==> config.mk <==
export PLATFORM = sky130hd
export DESIGN_NAME = actuator_arbiter
export DESIGN_NICKNAME = d
export VERILOG_FILES = /design/src/rtl/car_ctrl_pkg.sv /design/src/rtl/arb_picker.sv /design/src/rtl/actuator_arbiter.sv
export SDC_FILE = /design/constraint.sdc
export NUM_CORES = 1
export LEC_CHECK = 0
export CAP_MARGIN = 0
export CORE_ASPECT_RATIO = 0.6
export CORE_MARGIN = 3
export CORE_UTILIZATION = 49
export DETAILED_ROUTE_END_ITERATION = 6
export GPL_TIMING_DRIVEN = 1
export PLACE_DENSITY = 0.92
export SLEW_MARGIN = 20
export SYNTH_ARGS = -nofsm -noshare
export SYNTH_HDL_FRONTEND = slang
export SYNTH_HIERARCHICAL = 1
export SYNTH_SLANG_ARGS = --single-unit
==> constraint.sdc <==
create_clock -name clk -period 2.8 [get_ports clk]
set_input_delay 0.42 -clock clk [delete_from_list [all_inputs] [get_ports clk]]
set_output_delay 0.42 -clock clk [all_outputs]
set_load 0.01 [all_outputs]
==> src/rtl/car_ctrl_pkg.sv <==
// Shared definitions for the car control slice: arbiter FSM states,
// requester indices and default sizing for the actuator arbiter.
package car_ctrl_pkg;

    typedef enum logic [1:0] {
        ST_IDLE  = 2'd0,
        ST_GRANT = 2'd1,
        ST_GAP   = 2'd2,
        ST_FAULT = 2'd3
    } arb_state_t;

    localparam int EMERG  = 0;
    localparam int DRIVER = 1;
    localparam int CRUISE = 2;

    localparam int DEF_CMD_W     = 8;
    localparam int DEF_MAX_BEATS = 8;
    localparam int DEF_TIMEOUT   = 16;

endpackage

==> src/rtl/arb_picker.sv <==
// Combinational winner selection: emergency brake always wins, driver and
// cruise share the grant round-robin when both ask.
module arb_picker
    import car_ctrl_pkg::*;
(
    input  logic [2:0] req,
    input  logic       rr_cruise_last,
    output logic [2:0] win,
    output logic       win_valid
);

    // rr_cruise_last = 0 means the driver was served last, so cruise wins a tie
    always_comb begin
        win = '0;
        if (req[EMERG]) begin
            win[EMERG] = 1'b1;
        end else if (req[DRIVER] && req[CRUISE]) begin
            if (rr_cruise_last) begin
                win[DRIVER] = 1'b1;
            end else begin
                win[CRUISE] = 1'b1;
            end
        end else if (req[DRIVER]) begin
            win[DRIVER] = 1'b1;
        end else if (req[CRUISE]) begin
            win[CRUISE] = 1'b1;
        end
    end

    assign win_valid = |req;

endmodule

==> src/rtl/actuator_arbiter.sv <==
// Grants one of three requesters access to a single actuator, streaming
// beats with valid/ready, bounded tenures, emergency preemption and a stall watchdog.
module actuator_arbiter
    import car_ctrl_pkg::*;
#(
    parameter int CMD_W     = DEF_CMD_W,
    parameter int MAX_BEATS = DEF_MAX_BEATS,
    parameter int TIMEOUT   = DEF_TIMEOUT
) (
    input  logic             clk,
    input  logic             rst_n,
    input  logic [2:0]       req,
    input  logic [CMD_W-1:0] cmd0,
    input  logic [CMD_W-1:0] cmd1,
    input  logic [CMD_W-1:0] cmd2,
    input  logic             act_ready,
    input  logic             clr_fault,
    output logic [2:0]       gnt,
    output logic             act_valid,
    output logic [CMD_W-1:0] act_cmd,
    output logic             fault
);

    localparam int BW = (MAX_BEATS > 1) ? $clog2(MAX_BEATS) : 1;
    localparam int SW = $clog2(TIMEOUT + 1);
    localparam logic [BW-1:0] LAST_BEAT = BW'(MAX_BEATS - 1);
    localparam logic [SW-1:0] STALL_LIMIT = SW'(TIMEOUT);

    arb_state_t       state, state_d;
    logic [2:0]       gnt_d;
    logic             valid_d;
    logic [CMD_W-1:0] cmd_d;
    logic             fault_d;
    logic [BW-1:0]    beat_cnt, beat_d;
    logic [SW-1:0]    stall_cnt, stall_d;
    logic             rr_cruise_last, rr_d;

    logic [2:0]       pick_gnt;
    logic             pick_valid;
    logic [CMD_W-1:0] pick_cmd;
    logic [CMD_W-1:0] own_cmd;
    logic             own_req;

    arb_picker u_picker (
        .req            (req),
        .rr_cruise_last (rr_cruise_last),
        .win            (pick_gnt),
        .win_valid      (pick_valid)
    );

    always_comb begin
        pick_cmd = cmd0;
        if (pick_gnt[DRIVER]) begin
            pick_cmd = cmd1;
        end else if (pick_gnt[CRUISE]) begin
            pick_cmd = cmd2;
        end
        own_cmd = cmd0;
        if (gnt[DRIVER]) begin
            own_cmd = cmd1;
        end else if (gnt[CRUISE]) begin
            own_cmd = cmd2;
        end
    end

    assign own_req = |(req & gnt);

    always_comb begin
        state_d = state;
        gnt_d   = gnt;
        valid_d = act_valid;
        cmd_d   = act_cmd;
        fault_d = fault;
        beat_d  = beat_cnt;
        stall_d = stall_cnt;
        rr_d    = rr_cruise_last;
        case (state)
            ST_IDLE: begin
                if (pick_valid) begin
                    state_d = ST_GRANT;
                    gnt_d   = pick_gnt;
                    valid_d = 1'b1;
                    cmd_d   = pick_cmd;
                    beat_d  = '0;
                    stall_d = '0;
                    if (pick_gnt[DRIVER]) begin
                        rr_d = 1'b0;
                    end else if (pick_gnt[CRUISE]) begin
                        rr_d = 1'b1;
                    end
                end
            end
            // The watchdog wins over a handshake arriving in the timeout cycle
            ST_GRANT: begin
                if (stall_cnt == STALL_LIMIT) begin
                    state_d = ST_FAULT;
                    gnt_d   = '0;
                    valid_d = 1'b0;
                    fault_d = 1'b1;
                    beat_d  = '0;
                    stall_d = '0;
                end else if (act_ready) begin
                    stall_d = '0;
                    if (!gnt[EMERG] && req[EMERG]) begin
                        gnt_d  = 3'b001;
                        cmd_d  = cmd0;
                        beat_d = '0;
                    end else if (!own_req || beat_cnt == LAST_BEAT) begin
                        state_d = ST_GAP;
                        gnt_d   = '0;
                        valid_d = 1'b0;
                        beat_d  = '0;
                    end else begin
                        cmd_d  = own_cmd;
                        beat_d = beat_cnt + BW'(1);
                    end
                end else begin
                    stall_d = stall_cnt + SW'(1);
                end
            end
            ST_GAP: begin
                state_d = ST_IDLE;
            end
            ST_FAULT: begin
                if (clr_fault) begin
                    state_d = ST_IDLE;
                    fault_d = 1'b0;
                end
            end
            default: begin
                state_d = ST_IDLE;
            end
        endcase
    end

    always_ff @(posedge clk or negedge rst_n) begin
        if (!rst_n) begin
            state          <= ST_IDLE;
            gnt            <= '0;
            act_valid      <= 1'b0;
            act_cmd        <= '0;
            fault          <= 1'b0;
            beat_cnt       <= '0;
            stall_cnt      <= '0;
            rr_cruise_last <= 1'b0;
        end else begin
            state          <= state_d;
            gnt            <= gnt_d;
            act_valid      <= valid_d;
            act_cmd        <= cmd_d;
            fault          <= fault_d;
            beat_cnt       <= beat_d;
            stall_cnt      <= stall_d;
            rr_cruise_last <= rr_d;
        end
    end

endmodule

==> impl_results.md <==
* Routed len/inst at 17.6 um
* Hold WC Path Type: in2async
* Clock sink total at 24
* Synth area leader: dfrtp_1
* Die X at 82.9 um
* Crit path DAT at 2400 ps
* CP top delay family: buffers and inverters
* Gr usage total at 23.5%
* Initial detailed-routing violation count at 204
* CP peak stage delay at 540 ps
* Vias in the first global route at 1579
* Syn_nets at 223
* CTS tree: yes
* Total setup buffers inserted after CTS at 0
* Sequential element share of the synthesized area at 34.6%
* Data required time of the worst path at 2970 ps
* Initial core utilization at 52.3%
* Initial antenna violation count at 0
* Cells after Synth at 188
* Post-route DRC at 0
* Core Rows at 16
* Pins Over Slew Limit at 0
* CP Launch Point: req[0]
* Die Area at 4320 um^2
* Clk buf depth at 2
* Final setup viols at 0
* I/O pin cnt at 44
* Unrepaired setup endpoints after global routing: no
* Worst-path clk slew at 90 ps
* Leak at 0.930 nW
* YS warnings at 6
* Setup_tns at 0 ps
* Top post-synthesis cells by area: dfrtp_1 35%, mux2i_1 5.2%, nand2_1 5.2%
* CP cell instances: clkdlybuf4s50_1 -> a211oi_2 -> buf_4 -> mux2i_1 -> o211a_1 -> a31oi_1 -> mux2_4
* CTS buffer count at 3
* Minimum clock period at 2230 ps
* Yosys top cell area share at 34.6%
* Crit path buf inv count at 2
* Crit path max-delay cell type: clkdlybuf4s50_1
* Max_slew headroom at 61.1%
* Post-route clock period utilization at 79.6%
* Critical Path Fanout Max at 8
* N_diodes at 0
* Worst vdd ir at 0.536 mV
* Cell Pwr Density at 901 nW/um^2
* Hold_buf cts at 0
* Area growth, synth to finish at 30.5%
* Largest net degree at the start of global routing at 25
* Max Cap Viol at 0
* Grt ovf at 0
* Post-Syn Area per Cell at 9.24 um^2
* Fin Hold WS at 495 ps
* Layout cell share with drive strength beyond 1 at 13.2%
* Run status: finished clean
* Number of library cell types mapped by synthesis at 44
* Endpoint class of the critical path: register
* Reg2reg start: state[1]
* PostCTS Resize Cnt at 0
* Setup crit start kind: primary input
* First-pass detailed-route iteration total at 4
* Via count at 1681
* Setup Skew at 10.1 ps
* Filler instances at 273
* Nets at 264
* Final Hold Viols at 0
* Synthesized area at 1740 um^2
* Core footprint at 3320 um^2
* Vias/cell at 6.16
* Worst setup path category: in2reg
* ANT nets after route at 0
* Root Buffer: clkbuf_8
* Worst-Margin Slew at 584 ps
* Clk_lat worst skew at 280 ps
* First-pass GRT wire length at 7890 um
* Max frequency at 449 MHz
* Final WL at 4800 um
* Yosys reg bits at 24
* H-tree level count at 1
* PortBufs at 43
* Die height at 52.1 um
* Dpl hpwl at 3600 um
* GP Congestion at 0.893
==> flip-flops by register name (all words and copies together) (netlist names) <==
name	cells
act_cmd	8
act_valid	1
beat_cnt	3
fault	1
gnt	3
rr_cruise_last	1
stall_cnt	5
state	2
==> per-layer routing <==
metal / track usage, % / part of all wire [%] / up-vias
li1: - / - / 780
met1: 31.9 / 43 / 780
met2: 37.0 / 45 / 113
met3: 6.49 / 11 / 8
met4: 7.07 / 1.5 / 0
met5: 0 / 0 / -
==> cell usage after synthesis, drive strengths merged <==
cell type and instances:
or2b 2, a221o 5, o211ai 2, o211a 3, a31o 1, o311a 1
a222oi 1, o21ai 16, o21ba 1, or3 1, a211oi 6, clkbuf 10
a32o 1, ha 4, nor2b 2, nand3b 1, nor2 8, nor3 1
a22oi 2, xor2 3, and4bb 1, mux2i 9, mux2 10, a21oi 5
nor3b 2, o31ai 1, o21bai 1, a21o 3, o22ai 6, a31oi 7
and4 1, and3b 1, buf 6, nand2b 7, nand4 2, a22o 2
nand2 24, dfrtp 24, inv 5
==> path summary, 6_finish.rpt <==
| path | slack, ps | endpoint | cells past startpoint |
|---|---|---|---|
| worst max-delay path | 570 | act_cmd[1] | 7 |
| worst min-delay path | 500 | act_cmd[6] | 2 |
| worst max register to register | 610 | act_cmd[2] | 4 |
| worst min register to register | 500 | act_valid | 1 |
| max in group asynchronous | 2060 | stall_cnt[1] | 2 |
| min in group clk | 500 | act_valid | 1 |
==> cell type report <==
cell class                 count  area [um^2]  area share, %
clock buffer                   4         55.1           2.43
inverter                       5         18.8          0.828
tap                           45         56.3           2.48
timing repair buffer          52          498           22.0
sequential                    24          601           26.5
multi-input combinational    143         1040           45.8
==> cell usage in the layout (no fill, tap or decap), types with 3 or more instances in the layout <==
cell             count
mux2_4               3
a31oi_1              7
nand2b_1             7
nor2_1               8
a21oi_1              5
o21ai_0             15
ha_1                 4
xor2_1               3
nand2_1             24
mux2_2               7
dfrtp_1             24
a221o_1              5
inv_1                5
o22ai_1              6
mux2i_1              9
a211oi_1             5
a21o_1               3
clkdlybuf4s50_1     43
buf_4                9
o211a_1              3
clkbuf_8             4
==> kinds of logic (layout without fill, tap and decap cells) <==
logic type / count (synthesis) / in the layout / share of synthesized area (%)
xor+xnor: 3 / 3 / 1.51
buf+inv: 21 / 61 / 5.98
simple gates: 53 / 53 / 16.1
compound gates: 64 / 64 / 26.7
fa+ha+maj: 4 / 4 / 2.88
mux: 19 / 19 / 12.3
flops: 24 / 24 / 34.6
==> worst reg2reg max path: cells and delay by family, from the launching register on <==
| family | cells | cell delay (ps) |
|---|---|---|
| compound gates | 1 | 380 |
| flops | 1 | 480 |
| simple gates | 2 | 870 |
| mux | 1 | 330 |
==> power by group <==
| part | internal [mW] | switching [mW] | total (mW) |
|---|---|---|---|
| sequential | 0.483 | 0.131 | 0.614 |
| clock | 0.126 | 0.117 | 0.243 |
| combinational | 0.591 | 0.593 | 1.18 |
| total | 1.20 | 0.840 | 2.04 |
==> metrics by stage <==
stage	cells	worst slack [ps]	util [%]	total power, mW	cell area [um^2]
after floorplan	188	835	-	1.36	1740
after global placement	269	397	66.5	1.72	2210
after detailed placement	269	326	66.5	1.78	2210
after CTS	273	601	68.2	2.03	2270
after global routing	273	412	68.2	2.17	2270
final	273	572	68.2	2.04	2270
Power figures use the tool's default switching activity.
